[config.mk]
export PLATFORM = sky130hd
export DESIGN_NAME = cnt16
export DESIGN_NICKNAME = d
export VERILOG_FILES = /design/src/rtl/cnt16_pkg.sv /design/src/rtl/cnt16.sv
export SDC_FILE = /design/constraint.sdc
export NUM_CORES = 1
export LEC_CHECK = 0
export CORE_AREA = 2 2 39 41
export CTS_BUF_LIST = sky130_fd_sc_hd__clkbuf_4 sky130_fd_sc_hd__clkbuf_8 sky130_fd_sc_hd__clkbuf_16
export CTS_CLUSTER_SIZE = 8
export DETAILED_ROUTE_END_ITERATION = 6
export DIE_AREA = 0 0 41 43
export DONT_BUFFER_PORTS = 1
export MAX_ROUTING_LAYER = met4
export PLACE_DENSITY = 0.49
export SETUP_SLACK_MARGIN = 0.5
export SLEW_MARGIN = 20
export SYNTH_ARGS = -nofsm -noshare
export SYNTH_HDL_FRONTEND = slang
export SYNTH_SLANG_ARGS = --single-unit
[constraint.sdc]
create_clock -name clk -period 2.5 [get_ports clk]
set_clock_uncertainty 0.1 [all_clocks]
set_input_delay 0.5 -clock clk [delete_from_list [all_inputs] [get_ports clk]]
set_output_delay 0.5 -clock clk [all_outputs]
set_load 0.005 [all_outputs]
[src/rtl/cnt16_pkg.sv]
// rtl/cnt16_pkg.sv - shared constants and encodings for the cnt16 counter
package cnt16_pkg;

    localparam int CNT16_WIDTH = 4;
    localparam int CNT16_MAX   = 15;

    typedef enum logic {
        DIR_DOWN = 1'b0,
        DIR_UP   = 1'b1
    } dir_e;

    // Next-state select, listed in descending priority
    typedef enum logic [1:0] {
        SEL_RST  = 2'd0,
        SEL_LOAD = 2'd1,
        SEL_CNT  = 2'd2,
        SEL_HOLD = 2'd3
    } sel_e;

endpackage

[src/rtl/cnt16.sv]
// rtl/cnt16.sv - modulo-(MAX+1) up/down counter with load, terminal count and wrap pulse
module cnt16
    import cnt16_pkg::*;
#(
    parameter int WIDTH = CNT16_WIDTH,
    parameter int MAX   = CNT16_MAX
) (
    input  logic             clk,
    input  logic             rst,
    input  logic             en,
    input  logic             up_dn,
    input  logic             load,
    input  logic [WIDTH-1:0] load_val,
    output logic [WIDTH-1:0] cnt,
    output logic             tc,
    output logic             wrap
);

    localparam logic [WIDTH-1:0] MAX_V  = WIDTH'(MAX);
    localparam logic [WIDTH-1:0] ZERO_V = '0;
    localparam logic [WIDTH-1:0] ONE_V  = WIDTH'(1);

    dir_e             dir;
    sel_e             sel;
    logic             at_max;
    logic             at_zero;
    logic [WIDTH-1:0] load_clamped;
    logic [WIDTH-1:0] cnt_step;
    logic [WIDTH-1:0] cnt_nxt;
    logic             wrap_nxt;

    assign dir     = dir_e'(up_dn);
    assign at_max  = (cnt == MAX_V);
    assign at_zero = (cnt == ZERO_V);

    always_comb begin
        sel = SEL_HOLD;
        if (rst) begin
            sel = SEL_RST;
        end else if (load) begin
            sel = SEL_LOAD;
        end else if (en) begin
            sel = SEL_CNT;
        end
    end

    // tc flags the cycle whose edge will wrap, so it also drives the wrap pulse
    always_comb begin
        tc = 1'b0;
        if (en) begin
            tc = (dir == DIR_UP) ? at_max : at_zero;
        end
    end

    assign load_clamped = (load_val > MAX_V) ? MAX_V : load_val;

    always_comb begin
        cnt_step = cnt;
        if (dir == DIR_UP) begin
            cnt_step = at_max ? ZERO_V : (cnt + ONE_V);
        end else begin
            cnt_step = at_zero ? MAX_V : (cnt - ONE_V);
        end
    end

    always_comb begin
        cnt_nxt  = cnt;
        wrap_nxt = 1'b0;
        case (sel)
            SEL_RST:  cnt_nxt = ZERO_V;
            SEL_LOAD: cnt_nxt = load_clamped;
            SEL_CNT: begin
                cnt_nxt  = cnt_step;
                wrap_nxt = tc;
            end
            default:  cnt_nxt = cnt;
        endcase
    end

    always_ff @(posedge clk) begin
        cnt  <= cnt_nxt;
        wrap <= wrap_nxt;
    end

endmodule

# Yosys cells after proc, flatten, opt, wreduce, memory -nomap -nowiden

Index checks and enable logic that the tools add are counted.

Muxes and demuxes: 10
Reductions and logical operators: 3
$add $sub $neg: 2
$lt $le $gt $ge: 1
Eq/ne operators: 3

Operators with widths:

| kind                                                                  | count |
|---|---|
| 4-bit two-way mux                                                     | 4 |
| 4-bit case mux with 3 select lines                                    | 1 |
| 4-bit by 1-bit adder with 4-bit output, second input constant         | 1 |
| 4-bit equality test, second input constant                            | 1 |
| 4-bit greater-than comparator, second input constant                  | 1 |
| 4-bit logical NOT                                                     | 1 |
| 2-bit two-way mux                                                     | 2 |
| 4-bit by 1-bit subtractor with 4-bit output, second input constant    | 1 |
| 1-bit two-way mux                                                     | 3 |
| 3-bit nonzero test                                                    | 1 |
| 2-bit by 1-bit equality test with 1-bit output, second input constant | 1 |
| 2-bit equality test, second input constant                            | 1 |
| 2-bit logical NOT                                                     | 1 |

Output and inout port bits: 6
Register bits: 5
Input port bits: 9
Logic and storage cells: 21

# Longest topological paths before layout

Gate-level depths: netlist of the first run.

Depth after elaboration: 5
Depth in mapped cells: 6
Depth with buffers taken out: 6

# Worst setup path after synthesis of the first run

No wires, ideal clock.

Path type: register -> output
From: register cnt[0]
To: output tc
Path buffers: 0
Data arrival time: 1.374 ns
Slack: 0.526 ns
Stages on the path, launching flop included: 6
Data required time: 1.900 ns
Cell sequence: edfxtp_1 -> inv_1 -> ha_1 -> or3b_1 -> o21ai_1 -> and2_2

Longest elaborated chain between the ends: 3
Elaborated cells between the ends (all ways): 4

RTL lines:

| item                                                     | RTL line                 | source |
|---|---|---|
| start, declared                                          | cnt16.sv:14              | `output logic [WIDTH-1:0] cnt,` |
| start signal, assigned                                   | cnt16.sv:81              | `cnt <= cnt_nxt;` |
| 4-bit equality test or 4-bit logical NOT (tied branches) | cnt16.sv:33, cnt16.sv:34 |  |
| 1-bit two-way mux *                                      | cnt16.sv:51              | `tc = (dir == DIR_UP) ? at_max : at_zero;` |
| 1-bit two-way mux *                                      | cnt16.sv:50              | `if (en) begin` |
| end, declared                                            | cnt16.sv:15              | `output logic tc,` |

Mark *: on every way between the ends. The rest lies on a longest branch, timed or not.

# Final worst setup path of the first run

From: register cnt[1]
To: output tc

Same word-level chain as after synthesis.

==> impl_metrics.ini, run 1 <==
[status]
outcome = complete, no violations

[global_routing]
grtUsageTotal_pct = 13.55
grt_overflow_total = 0
grt_pass1_wl_um = 1531
grt_pass1_vias = 395
grt_max_degree = 8
antenna_found_initial = 0

[setup_path]
critPathCaptureType = output pin
critical_path_required_ps = 1900
critical_path.max_fanout = 5
cp_top_family = simple AND/OR/NAND/NOR gates
cpMaxStageDelayCell = edfxtp_1
crit_path_start_kind = flop
r2r-start = cnt[1]
path_buf_inv = 1
crit_chain = inv_2 -> ha_4 -> or3b_4 -> o21ai_4 -> and2_4
cp.arrival_ps = 1650
worst-setup-path-type = flop to output pin
reg2regPathDepth = 5
slowest_delay_ps = 470
rrSetupSlack_ps = 870
rr_endpoint = cnt[3]

[floorplanning]
die-area_um2 = 1763
placementRows = 14
die_height_um = 43
die_x_um = 41
coreArea_um2 = 1384
start_util_pct = 27.03
io-pin-count = 15

[final_layout]
final_common_cell = nor2_1
layout_common_cells = nor2_1 (5), clkbuf_4 (4), edfxtp_1 (4)
fin_nets = 60
drive_above_1_share_pct = 29.17
fin_util_pct = 34.27
syn2layout_area_growth_pct = 26.76
num_antenna_cells = 0
layout.cells.non_filler = 64

[clocking]
htreeDepth = 1
cts_root_buffer = clkbuf_4
cts_buffers = 3
clkTransAtPathRegs_ps = 40
cts_sinks = 5
cts_tree = done
cts.path.max_buffers = 2
clock_latency_ps = 240
cts_hold_buf = 0

[timing]
rsz0062_at_grt = yes
relSlewSlack_pct = 79.74
slew_viol_final = 0
tns_ps = 0
hold_violations = 0
setup_ws_ps = 253.3
period_needed_ps = 2247
max_freq_ghz = 0.4451
worstMarginPinSlew_ps = 303.9
period_share_pct = 89.87
setup_viol = 0

[route]
routed.top_layer = met4
wl_per_cell_um = 13.98
drt_wl_total_um = 895
avgViaCountPerCell = 5.344
vias = 342
drtIter0Drc = 2
dr_wl_met2_um = 405
ant_nets = 0
met1_length_um = 390
drc_errors = 0
met3_length_um = 93
firstDrtPassIters = 4

[synthesis]
yosys-top-cells-area = edfxtp_1 (32%), ha_1 (6.7%), dfxtp_1 (5.4%), nor2_1 (5.0%), xnor2_1 (4.7%)
ys_seq_area_share_pct = 37.46
ys_seq_elements = 5
synth_top_cell_by_area = edfxtp_1
syn_inst = 41
syn_nets = 52
synth_area_um2 = 374.1
yosysWarnings = 0
avgSynthCellArea_um2 = 9.125
synth_cell_types = 25
synth_top_area_share_pct = 32.11

[place]
place_congestion = 0.6656
pre_cts_ws_ps = 381.5
dp_cells = 58
port_buffers = 0

[min_path]
holdPathStages = 1
min_to = wrap
hold_class = input port to flop
min-delay-start = en

[job]
cap_violations = 0

[pwr]
power_w = 0.0002718
peakVddDrop_v = 0.0002278
p_leak_nw = 0.1825
p_per_area_nw_per_um2 = 573.2
what timing repair did:
action	4_1_cts	5_1_grt
endpoints found under the hold margin	0	0
gates resized for setup	6	1
buffers inserted	2	0
pin swaps	2	1
endpoints found under the setup margin	1	1
layer usage:
| metal | track usage [%] | up-vias |
|---|---|---|
| met5 | - | - |
| met4 | 10.00 | 0 |
| met3 | 2.618 | 2 |
| met2 | 18.75 | 17 |
| met1 | 16.67 | 156 |
| li1 | - | 167 |
power by group:
group	total [W]	switching [W]	internal [W]
Combinational	0.0000611	0.0000285	0.0000326
Clock	0.000103	0.0000319	0.0000711
Sequential	0.000108	0.00000989	0.0000978
synthesized netlist by cell type (all sizes together):
master	number
nand3b	1
a22oi	2
nand2	3
or3b	1
a32oi	1
o31ai	1
edfxtp	4
ha	2
o311a	1
nand4	1
xnor2	2
a31oi	1
and2	1
dfxtp	1
o21ai	4
inv	3
and3	2
a21oi	1
nand2b	1
mux2i	1
nor2b	1
nor2	5
or3	1
cells by family after synthesis:
| family | after synthesis | synth area share (%) |
|---|---|---|
| buf+inv | 3 | 3.010 |
| compound gates | 11 | 20.73 |
| simple gates | 17 | 24.76 |
| flops | 5 | 37.46 |
| fa+ha+maj | 2 | 6.688 |
| mux | 1 | 2.676 |
| xor+xnor | 2 | 4.683 |
how the worst max path moves through the flow:
stage	startpoint	to	slack [ps]	cells after the start
2_1_floorplan	cnt[0]	tc	530	5
3_3_place_gp	cnt[1]	tc	380	5
3_5_place_dp	cnt[1]	tc	380	5
4_1_cts	cnt[1]	tc	200	5
5_1_grt	cnt[1]	tc	160	5
6_report	cnt[1]	tc	250	5
area by class of cell:
cell class	count	area, um2
fillers	146	909.6
multi-input cells	33	250.2
flip-flops and latches	5	140.1
clock buffers	4	30.03
repair buffers	3	22.52
well taps	16	20.02
inverters	3	11.26
through the flow:
| stage | hold WS [ps] | area (um2) |
|---|---|---|
| after global placement | 564.4 | 401.6 |
| after floorplan | 545.9 | 374.1 |
| after global routing | 302.6 | 474.2 |
| final | 313.8 | 474.2 |
| after CTS | 304.1 | 466.7 |
| after detailed placement | 566.8 | 401.6 |
worst reg2reg max path: cells and delay by family, from the launching register on:
| kind | cells | cell delay, ps |
|---|---|---|
| AO/OA/AOI/OAI | 2 | 590 |
| flip-flops | 1 | 440 |
| buffers and inverters | 3 | 330 |
flip-flops by register name, indices dropped and copies added (netlist names):
name  count
wrap      1
cnt       4
(Power assumes the default switching activity.)
==> inputs of run 2 (changes only) <==
--- a/config.mk
+++ b/config.mk
@@ -14,7 +14,7 @@
 export MAX_ROUTING_LAYER = met4
 export PLACE_DENSITY = 0.49
 export SETUP_SLACK_MARGIN = 0.5
-export SLEW_MARGIN = 20
+export SLEW_MARGIN = 30
 export SYNTH_ARGS = -nofsm -noshare
 export SYNTH_HDL_FRONTEND = slang
 export SYNTH_SLANG_ARGS = --single-unit
==> results of run 2 <==
No change in the layout: final DEF, timing and power equal those of run 1.
==> inputs of run 3 (changes only) <==
--- a/config.mk
+++ b/config.mk
@@ -12,7 +12,7 @@
 export DIE_AREA = 0 0 41 43
 export DONT_BUFFER_PORTS = 1
 export MAX_ROUTING_LAYER = met4
-export PLACE_DENSITY = 0.49
+export PLACE_DENSITY = 0.5
 export SETUP_SLACK_MARGIN = 0.5
 export SLEW_MARGIN = 30
 export SYNTH_ARGS = -nofsm -noshare
==> constraint.sdc (replaced) <==
create_clock -name clk -period 1.9 [get_ports clk]
set_clock_uncertainty 0.1 [all_clocks]
set_input_delay 0.38 -clock clk [delete_from_list [all_inputs] [get_ports clk]]
set_output_delay 0.38 -clock clk [all_outputs]
set_load 0.005 [all_outputs]
==> impl_metrics.ini, run 3 (synthesized netlist as in run 1, its figures left out) <==
[pwr]
switchingPower_w = 0.0001016
p_leak_nw = 0.2077
p_clk_share_pct = 35.4
p_per_area_nw_per_um2 = 714.5
p_int_w = 0.0002846
peakVddDrop_v = 0.0003786
combPwrFrac_pct = 29.2
seqPwrFrac_pct = 35.4
switching_share_pct = 26.32

[timing]
period_share_pct = 106.6
period_needed_ps = 2025
relSlewSlack_pct = 79.43
rsz0062_at_grt = yes
slew_viol_final = 0
tns_ps = -124.6
setup_ws_ps = -124.6
max_freq_ghz = 0.4939
worstMarginPinSlew_ps = 308.5
setup_viol = 1
hold_violations = 0

[setup_path]
rrSetupSlack_ps = 240
cpMaxStageDelayCell = edfxtp_1
cp.arrival_ps = 1540
critical_path_required_ps = 1420
slowest_delay_ps = 390
critical_path.max_fanout = 2
crit_chain = inv_2 -> ha_4 -> or3b_4 -> o21ai_2 -> and2_4
worst-setup-path-type = flop to output pin
critPathCaptureType = output pin
crit_path_start_kind = flop

[floorplanning]
start_util_pct = 27.03
io-pin-count = 15
die_x_um = 41
coreArea_um2 = 1384
placementRows = 14
die_height_um = 43
die-area_um2 = 1763

[final_layout]
layout_common_cells = buf_4 (7), nor2_1 (5), clkbuf_4 (4), edfxtp_1 (4), nand2_1 (3)
final_area_um2 = 540.5
largest_register_ff_count = 4
num_antenna_cells = 0
fin_nets = 65
fin_util_pct = 39.06
syn2layout_area_growth_pct = 44.48
layout.cells.non_filler = 69
final_common_cell = buf_4
regMostFlops = cnt
reg.largest.list = cnt: 4 flops, wrap: 1 flops
drive_above_1_share_pct = 45.28

[route]
avgViaCountPerCell = 5.188
drtIter0Drc = 2
ant_nets = 0
vias = 358
drt_wl_total_um = 1004
wl_per_cell_um = 14.55
drc_errors = 0
firstDrtPassIters = 2

[place]
port_buffers = 0
place_congestion = 0.6721
dpl_cell_area_um2 = 430.4
dp_cells = 60
pre_cts_ws_ps = 67.55
dpl.hpwl_um = 682.6

[job]
cap_violations = 0

[status]
outcome = complete, but fails checks
violations = negative setup slack

[clocking]
cts_root_buffer = clkbuf_4
clock_latency_ps = 240
cts_hold_buf = 0
htreeDepth = 1
cts_sinks = 5
cts_buffers = 3
clkTransAtPathRegs_ps = 40
cts.path.max_buffers = 2
cts_tree = done

[global_routing]
grt_pass1_wl_um = 1518
antenna_found_initial = 0
grtUsageTotal_pct = 13.75
grt_pass1_vias = 367
grt_max_degree = 8
grt_overflow_total = 0

[min_path]
hold_class = input port to flop
-- run 3: layout make-up --
class                           instances  area (um2)
Multi-Input combinational cell         33       275.3
Fill cell                             144       843.3
Sequential cell                         5       140.1
Tap cell                               16       20.02
Clock buffer                            4       30.03
Timing Repair Buffer                    8       63.81
Inverter                                3       11.26
-- run 3: power groups by stage --
stage,Sequential [W],Combinational [W],Clock (W)
after floorplan,0.000142,0.0000530,0
after global placement,0.000138,0.0000790,0
after detailed placement,0.000138,0.0000786,0
after CTS,0.000136,0.0000919,0.000143
after global routing,0.000138,0.000124,0.000151
final,0.000137,0.000113,0.000137
-- run 3: worst paths after layout --
check         start      to  cells past startpoint
max reg2reg  cnt[0]  cnt[2]                      7
min              en    wrap                      1
min reg2reg  cnt[3]    wrap                      3
max          cnt[0]      tc                      5
-- run 3: routing by layer --
layer,share of wire [%],up-vias,global-route usage [%]
met5,0,-,-
met4,0.90,0,8.000
met1,44,164,16.34
met3,9.0,2,5.759
li1,-,177,-
met2,46,15,18.75
-- run 3: critical path, delay by kind of cell, from the launching register on --
family	cells	cell delay, ps
buf+inv	1	110
compound gates	1	140
flops	1	390
fa+ha+maj	1	140
simple gates	2	540
-- run 3: repair_timing --
action / 4_1_cts / 5_1_grt
setup buffers: 3 / 2
pin swaps: 4 / 6
endpoints found under the setup margin: 5 / 6
gates resized for setup: 4 / 7
-- run 3: through the flow --
| step | power [W] | hold slack (ps) |
|---|---|---|
| 2_1_floorplan | 0.0001948 | 439.2 |
| 3_3_place_gp | 0.0002174 | 460.1 |
| 3_5_place_dp | 0.0002165 | 460.2 |
| 4_1_cts | 0.0003718 | 204.7 |
| 5_1_grt | 0.0004127 | 194.0 |
| 6_report | 0.0003862 | 208.6 |
